==> src/rtl/cpu_pkg.sv <==
// Shared CPU definitions: word width, fetch FSM states, reset vector and the
// opcode field values the control stage decodes.
package cpu_pkg;

    localparam int WORD_W = 16;

    localparam logic [WORD_W-1:0] RESET_IP = 16'h0000;

    localparam logic [3:0] OP_BR  = 4'b1100;
    localparam logic [3:0] OP_JMP = 4'b1101;

    typedef enum logic [1:0] {
        BOOT = 2'd0,
        REQ  = 2'd1,
        HOLD = 2'd2,
        ERR  = 2'd3
    } fetch_state_t;

endpackage

==> src/rtl/fetch_timeout_ctr.sv <==
// Counts REQ cycles that pass without imem_ready and flags the cycle in which
// the limit is reached. Only instantiated when FETCH_TIMEOUT_EN is defined.
module fetch_timeout_ctr #(
    parameter logic [7:0] TIMEOUT_CYCLES = 8'd255
) (
    input  logic clk,
    input  logic rst_n,
    input  logic clr,
    input  logic inc,
    output logic timeout
);

    logic [7:0] cnt;

    always_ff @(posedge clk or negedge rst_n) begin
        if (!rst_n) begin
            cnt <= 8'd0;
        end else if (clr) begin
            cnt <= 8'd0;
        end else if (inc) begin
            cnt <= cnt + 8'd1;
        end
    end

    // The limit-th idle cycle itself raises timeout, so the FSM leaves REQ
    // after exactly TIMEOUT_CYCLES idle cycles.
    assign timeout = inc && (cnt == TIMEOUT_CYCLES - 8'd1);

endmodule

==> src/rtl/fetch_unit.sv <==
// Instruction fetch FSM (BOOT/REQ/HOLD/ERR) with one outstanding imem read.
// Optional read timeout with sticky fetch_err is enabled by FETCH_TIMEOUT_EN.
module fetch_unit
    import cpu_pkg::*;
#(
    parameter logic [WORD_W-1:0] RESET_IP_P = RESET_IP
`ifdef FETCH_TIMEOUT_EN
    ,
    parameter logic [7:0] TIMEOUT_CYCLES = 8'd255
`endif
) (
    input  logic              clk,
    input  logic              rst_n,
    input  logic [WORD_W-1:0] next_ip,
    input  logic              instr_ack,
    input  logic              redirect,
    input  logic [WORD_W-1:0] redirect_addr,
    input  logic [WORD_W-1:0] imem_rdata,
    input  logic              imem_ready,
    output logic              imem_req,
    output logic [WORD_W-1:0] imem_addr,
    output logic [WORD_W-1:0] ip,
    output logic [WORD_W-1:0] instr,
    output logic              instr_valid,
    output logic              fetch_err
);

    fetch_state_t state, state_next;
    logic         timeout;
    logic         flush;
    logic         capture;

    // BOOT always proceeds to REQ, so a redirect there has no effect.
    assign flush    = redirect && (state != BOOT);
    assign capture  = (state == REQ) && imem_ready && !redirect;
    assign imem_req = (state == REQ);
    assign imem_addr = ip;

`ifdef FETCH_TIMEOUT_EN
    fetch_timeout_ctr #(
        .TIMEOUT_CYCLES(TIMEOUT_CYCLES)
    ) u_timeout (
        .clk    (clk),
        .rst_n  (rst_n),
        .clr    ((state != REQ) || redirect),
        .inc    ((state == REQ) && !imem_ready),
        .timeout(timeout)
    );

    always_ff @(posedge clk or negedge rst_n) begin
        if (!rst_n) begin
            fetch_err <= 1'b0;
        end else if (flush) begin
            fetch_err <= 1'b0;
        end else if ((state == REQ) && timeout) begin
            fetch_err <= 1'b1;
        end
    end
`else
    assign timeout   = 1'b0;
    assign fetch_err = 1'b0;
`endif

    always_ff @(posedge clk or negedge rst_n) begin
        if (!rst_n) begin
            state <= BOOT;
        end else begin
            state <= state_next;
        end
    end

    always_comb begin
        state_next = state;
        case (state)
            BOOT: state_next = REQ;
            REQ: begin
                if (redirect) begin
                    state_next = REQ;
                end else if (imem_ready) begin
                    state_next = HOLD;
                end else if (timeout) begin
                    state_next = ERR;
                end
            end
            HOLD: begin
                if (redirect || instr_ack) begin
                    state_next = REQ;
                end
            end
            ERR: begin
                if (redirect) begin
                    state_next = REQ;
                end
            end
            default: state_next = BOOT;
        endcase
    end

    // instr_valid mirrors "in HOLD", registered alongside the state.
    always_ff @(posedge clk or negedge rst_n) begin
        if (!rst_n) begin
            ip          <= RESET_IP_P;
            instr       <= '0;
            instr_valid <= 1'b0;
        end else begin
            instr_valid <= (state_next == HOLD);
            if (flush) begin
                ip <= redirect_addr;
            end else if ((state == HOLD) && instr_ack) begin
                ip <= next_ip;
            end
            if (capture) begin
                instr <= imem_rdata;
            end
        end
    end

endmodule

==> config.mk <==
export PLATFORM = sky130hd
export DESIGN_NAME = fetch_unit
export DESIGN_NICKNAME = d
export VERILOG_FILES = /design/src/rtl/cpu_pkg.sv /design/src/rtl/fetch_timeout_ctr.sv /design/src/rtl/fetch_unit.sv
export SDC_FILE = /design/constraint.sdc
export NUM_CORES = 1
export LEC_CHECK = 0
export BUFFER_PORTS_ARGS = -buffer_cell sky130_fd_sc_hd__buf_2
export CORE_ASPECT_RATIO = 1.2
export CORE_MARGIN = 5
export CORE_UTILIZATION = 47
export CTS_BUF_LIST = sky130_fd_sc_hd__clkbuf_8
export DETAILED_ROUTE_END_ITERATION = 6
export GPL_ROUTABILITY_DRIVEN = 0
export GPL_TIMING_DRIVEN = 0
export PLACE_DENSITY_LB_ADDON = 0.25
export SETUP_SLACK_MARGIN = 0.5
export SYNTH_ARGS = -nofsm -noshare
export SYNTH_HDL_FRONTEND = slang
export SYNTH_SLANG_ARGS = --single-unit
==> constraint.sdc <==
create_clock -name clk -period 3.83 [get_ports clk]
set_clock_uncertainty 0.1 [all_clocks]
set_input_delay 0.1915 -clock clk [delete_from_list [all_inputs] [get_ports clk]]
set_output_delay 0.1915 -clock clk [all_outputs]
set_load 0.05 [all_outputs]
---- After elaboration in Yosys (flattened, before gate mapping) ----
Index checks and enable logic that the tools add are counted.
word-level totals
  word-level logic and storage cells ...... 24
  bits in registers ....................... 35
cells by class
  reduce and logical (&&, ||, !) cells .... 9
  eq/ne operators ......................... 4
  muxes and demuxes ....................... 7
operators with widths
  kind                  count
  $mux W16              2
  $mux W2               4
  $pmux W2 S4           1
  $eq A2 B2 Y1 const B  3
  $logic_and A1 B1 Y1   4
  $reduce_bool A2 Y1    2
  $eq A2 B1 Y1 const B  1
  $logic_not A2 Y1      1
  $logic_not A1 Y1      1
  $logic_or A1 B1 Y1    1

---- Depth between registers and ports, before layout ----
  depth after elaboration ................. 4
  gate-level depth with buffers ........... 5
  gate-level depth less buffers ........... 3

---- Worst setup path before layout ----
Ideal clock, no wire load.
  kind .................................... register to register
  start point ............................. register state[1]
  end point ............................... register instr[10]
  cell stages (with the launch flop) ...... 6
  setup time .............................. 0.125 ns
  path slack .............................. 2.264 ns
  arrival time ............................ 1.341 ns
  path through ............................ dfrtp_1 -> buf_6 -> nor4bb_4 -> buf_6 -> buf_12 -> mux2_4
between the ends
  longest elaborated chain between the ends .. 3
ends and longest elaborated chain
  item                               line               source
  start: declaration                 fetch_unit.sv:28   fetch_state_t state, state_next;
  start signal: assignment           fetch_unit.sv:68   state <= state_next;
  $eq A2 B1 Y1                       fetch_unit.sv:35   assign capture = (state == REQ) && imem_ready && !redirect;
  $logic_and A1 B1 Y1 (2 in series)  fetch_unit.sv:35
  end signal: assignment             fetch_unit.sv:113  instr <= imem_rdata;
  end: declaration                   fetch_unit.sv:23   output logic [WORD_W-1:0] instr,
Every way passes these cells.
A chain may end at the register's enable or synchronous reset.

---- Worst setup path after layout ----
  start point ............................. register state[1]
  end point ............................... register instr[3]
Same word-level chain as after synthesis.

==> impl_metrics.csv <==
group,metric,value,unit
floorplanning,fp.dieH,75.2,um
critical_path,critPathCaptureType,"flip-flop",
sta,fmax,607,MHz
sta,fin_setup_tns,0,ns
logic_synthesis,postSynthAreaPerCell,12.1,um2
sta,slew_viol_final,0,
floorplanning,coreArea,3370,um2
floorplanning,start_util,49.4,%
logic_synthesis,postSynthNetCount,190,
global_routing,globalRouteMet3Util,6.12,%
critical_path,worstPathArrival,1.71,ns
global_routing,groute.usage.overall,16.8,%
cts,post_cts_resized,0,
cts,clock_tree_from_tritoncts,"yes",
drt,detail_route.drc_violations,0,
placement,worst_setup_slack_post_dpl,2.18,ns
sta,rsz0062_at_grt,"false",
drt,drt_iter0_markers,27,
finish,finalNetCount,300,
sta,post-route-min-period,1.65,ns
cts,clk_pin_slew,0.07,ns
logic_synthesis,mapped_area,1660,um2
finish,area_delta_synth_final,40.1,%
power_and_ir_drop,power.density,628,nW/um2
floorplanning,core.rowCount,23,
global_routing,antenna_violations_before_repair,0,
drt,drt-vias-per-instance,4.82,
floorplanning,ioPinCount,104,
sta,worst-slew-pin-transition,0.766,ns
cts,cts_buffer_depth,2,
drt,route.final.wire_length,3940,um
placement,dp.final_hpwl,3060,um
finish,antenna_cells_inserted,0,
finish,final_cell_mix,"sky130_fd_sc_hd__buf_2 (103), sky130_fd_sc_hd__dfrtp_1 (35), sky130_fd_sc_hd__buf_4 (19), sky130_fd_sc_hd__inv_1 (17), sky130_fd_sc_hd__a21oi_1 (16)",
run_status,outcome,"finished, final reports clean",
global_routing,grt_util_met2,27.7,%
sta,timing.final.hold_violations,0,
cts,ctsRootBufferMaster,"sky130_fd_sc_hd__clkbuf_8",
drt,dr_total_vias,1373,
critical_path,critPathLaunchType,"flip-flop",
sta,fin_ws,2.18,ns
logic_synthesis,synthesized_flop_and_latch_total,35,
drt,drt-pass1-iter-count,4,
global_routing,grt_max_degree,36,
global_routing,grt_pass1_wl,6310,um
sta,slew_headroom,49.0,%
power_and_ir_drop,vdd_ir_drop_max,0.435,mV
power_and_ir_drop,leakagePower,1.27,nW
finish,drive_gt1_share,62.1,%
logic_synthesis,yosys.cell_types.count,23,
floorplanning,fp.dieArea,4840,um2
placement,numPortBuffers,102,
global_routing,grt_pass1_vias,1433,
critical_path,required,3.89,ns
critical_path,worst_setup_path_category,"flip-flop to flip-flop",
drt,detail_route.wl_per_cell,13.8,um
finish,layout.cells.most_common,"sky130_fd_sc_hd__buf_2",
cts,worstSkewPairLatency,0.28,ns
sta,setup_viol,0,
global_routing,grt_overflow,0,
flow_run,maxCapViolations,0,
cts,cts.htree.levels,2,
global_routing,grt.met1_usage,20.6,%
logic_synthesis,syn_inst,137,
logic_synthesis,yosysWarningCount,0,
floorplanning,floorplan.die.width,64.3,um
critical_path,worstPathMaxFanout,10,
global_routing,global_route_layer_with_the_greatest_usage,"met2",
logic_synthesis,synth-seq-area-share,52.6,%
drt,postRouteAntennaNets,0,
cts,clock_sink_count,35,
worst_hold_path,min-delay-path-class,"input pin to flip-flop",
sta,finalCritPeriodShare,43.0,%
cts,cts_buffers,5,
==> what timing repair did <==
action	4_1_cts	5_1_grt
buffers inserted	0	0
hold buffers	1	0
hold endpoints to repair	35	0
==> metal layers <==
metal | share of wire (%) | routed length [um]
met5 | 0 | 0
met4 | 0.94 | 37
met3 | 11 | 426
met2 | 48 | 1910
met1 | 40 | 1560
==> critical path: stages, from the launching register on <==
cell	delay [ns]
sky130_fd_sc_hd__dfrtp_1	0.38
sky130_fd_sc_hd__buf_6	0.14
sky130_fd_sc_hd__nor4bb_4	0.28
sky130_fd_sc_hd__buf_6	0.17
sky130_fd_sc_hd__buf_12	0.15
sky130_fd_sc_hd__mux2_4	0.30
==> power by group <==
group | switching, mW | total, mW | internal (mW) | leakage (nW)
Combinational | 0.480 | 0.688 | 0.208 | 0.810
Clock | 0.124 | 0.285 | 0.161 | 0.0557
Sequential | 0.0443 | 0.489 | 0.445 | 0.400
==> metrics by stage <==
stage / utilization, % / power, mW / instances / instance area [um2] / hold WS (ns)
2_1_floorplan: - / 1.02 / 137 / 1660 / -0.204
5_1_grt: 69.2 / 1.53 / 285 / 2330 / 0.0334
6_report: 69.2 / 1.46 / 285 / 2330 / 0.0464
4_1_cts: 69.2 / 1.48 / 285 / 2330 / 0.0390
3_5_place_dp: 66.0 / 1.19 / 276 / 2220 / 0.212
3_3_place_gp: 66.0 / 1.18 / 276 / 2220 / 0.215
==> state kept, by name (all words and copies together), names as in the netlist <==
signal       flops
state            2
instr           16
instr_valid      1
imem_addr       16
==> Yosys cell counts, drive strengths merged <==
library cell	n	area share, %
nand4bb	1	0.68
and2b	1	0.53
conb	1	0.23
nor2	2	0.45
mux2i	2	1.2
a31o	1	0.53
nor4bb	1	1.5
or3b	1	0.53
clkbuf	1	0.83
o22ai	15	5.6
nor2b	1	0.38
inv	16	3.6
a21oi	17	5.3
dfrtp	35	53
mux2	16	13
nand3b	2	0.90
o21ai	1	0.53
buf	23	11
==> cells by family (layout without fill, tap and decap cells) <==
family | after synthesis | count (layout) | synth area share, %
compound gates | 34 | 34 | 12.0
mux | 18 | 18 | 14.3
flops | 35 | 35 | 52.6
simple gates | 9 | 9 | 4.96
other cells | 1 | 1 | 0.225
buf+inv | 40 | 151 | 15.9
==> path summary, 6_finish.rpt <==
path | from | to | slack, ns | cells past startpoint
hold / removal | imem_rdata[11] | instr[11] | 0.05 | 2
max in group asynchronous | rst_n | instr[6] | 2.72 | 2
setup / recovery | state[1] | instr[3] | 2.18 | 5
setup reg to reg | state[1] | instr[3] | 2.18 | 5
min in group asynchronous | rst_n | instr_valid | 0.43 | 2
hold reg to reg | instr[8] | instr[8] | 0.40 | 1
==> final cells by class <==
| class | count | area [um2] |
|---|---|---|
| Buffer | 24 | 204 |
| Clock buffer | 7 | 96.3 |
| Clock inverter | 1 | 3.75 |
| Fill cell | 272 | 1040 |
| Inverter | 16 | 60.1 |
| Multi-Input combinational cell | 62 | 524 |
| Sequential cell | 35 | 876 |
| Tap cell | 37 | 46.3 |
| Timing Repair Buffer | 103 | 520 |
(Power assumes the default switching activity.)
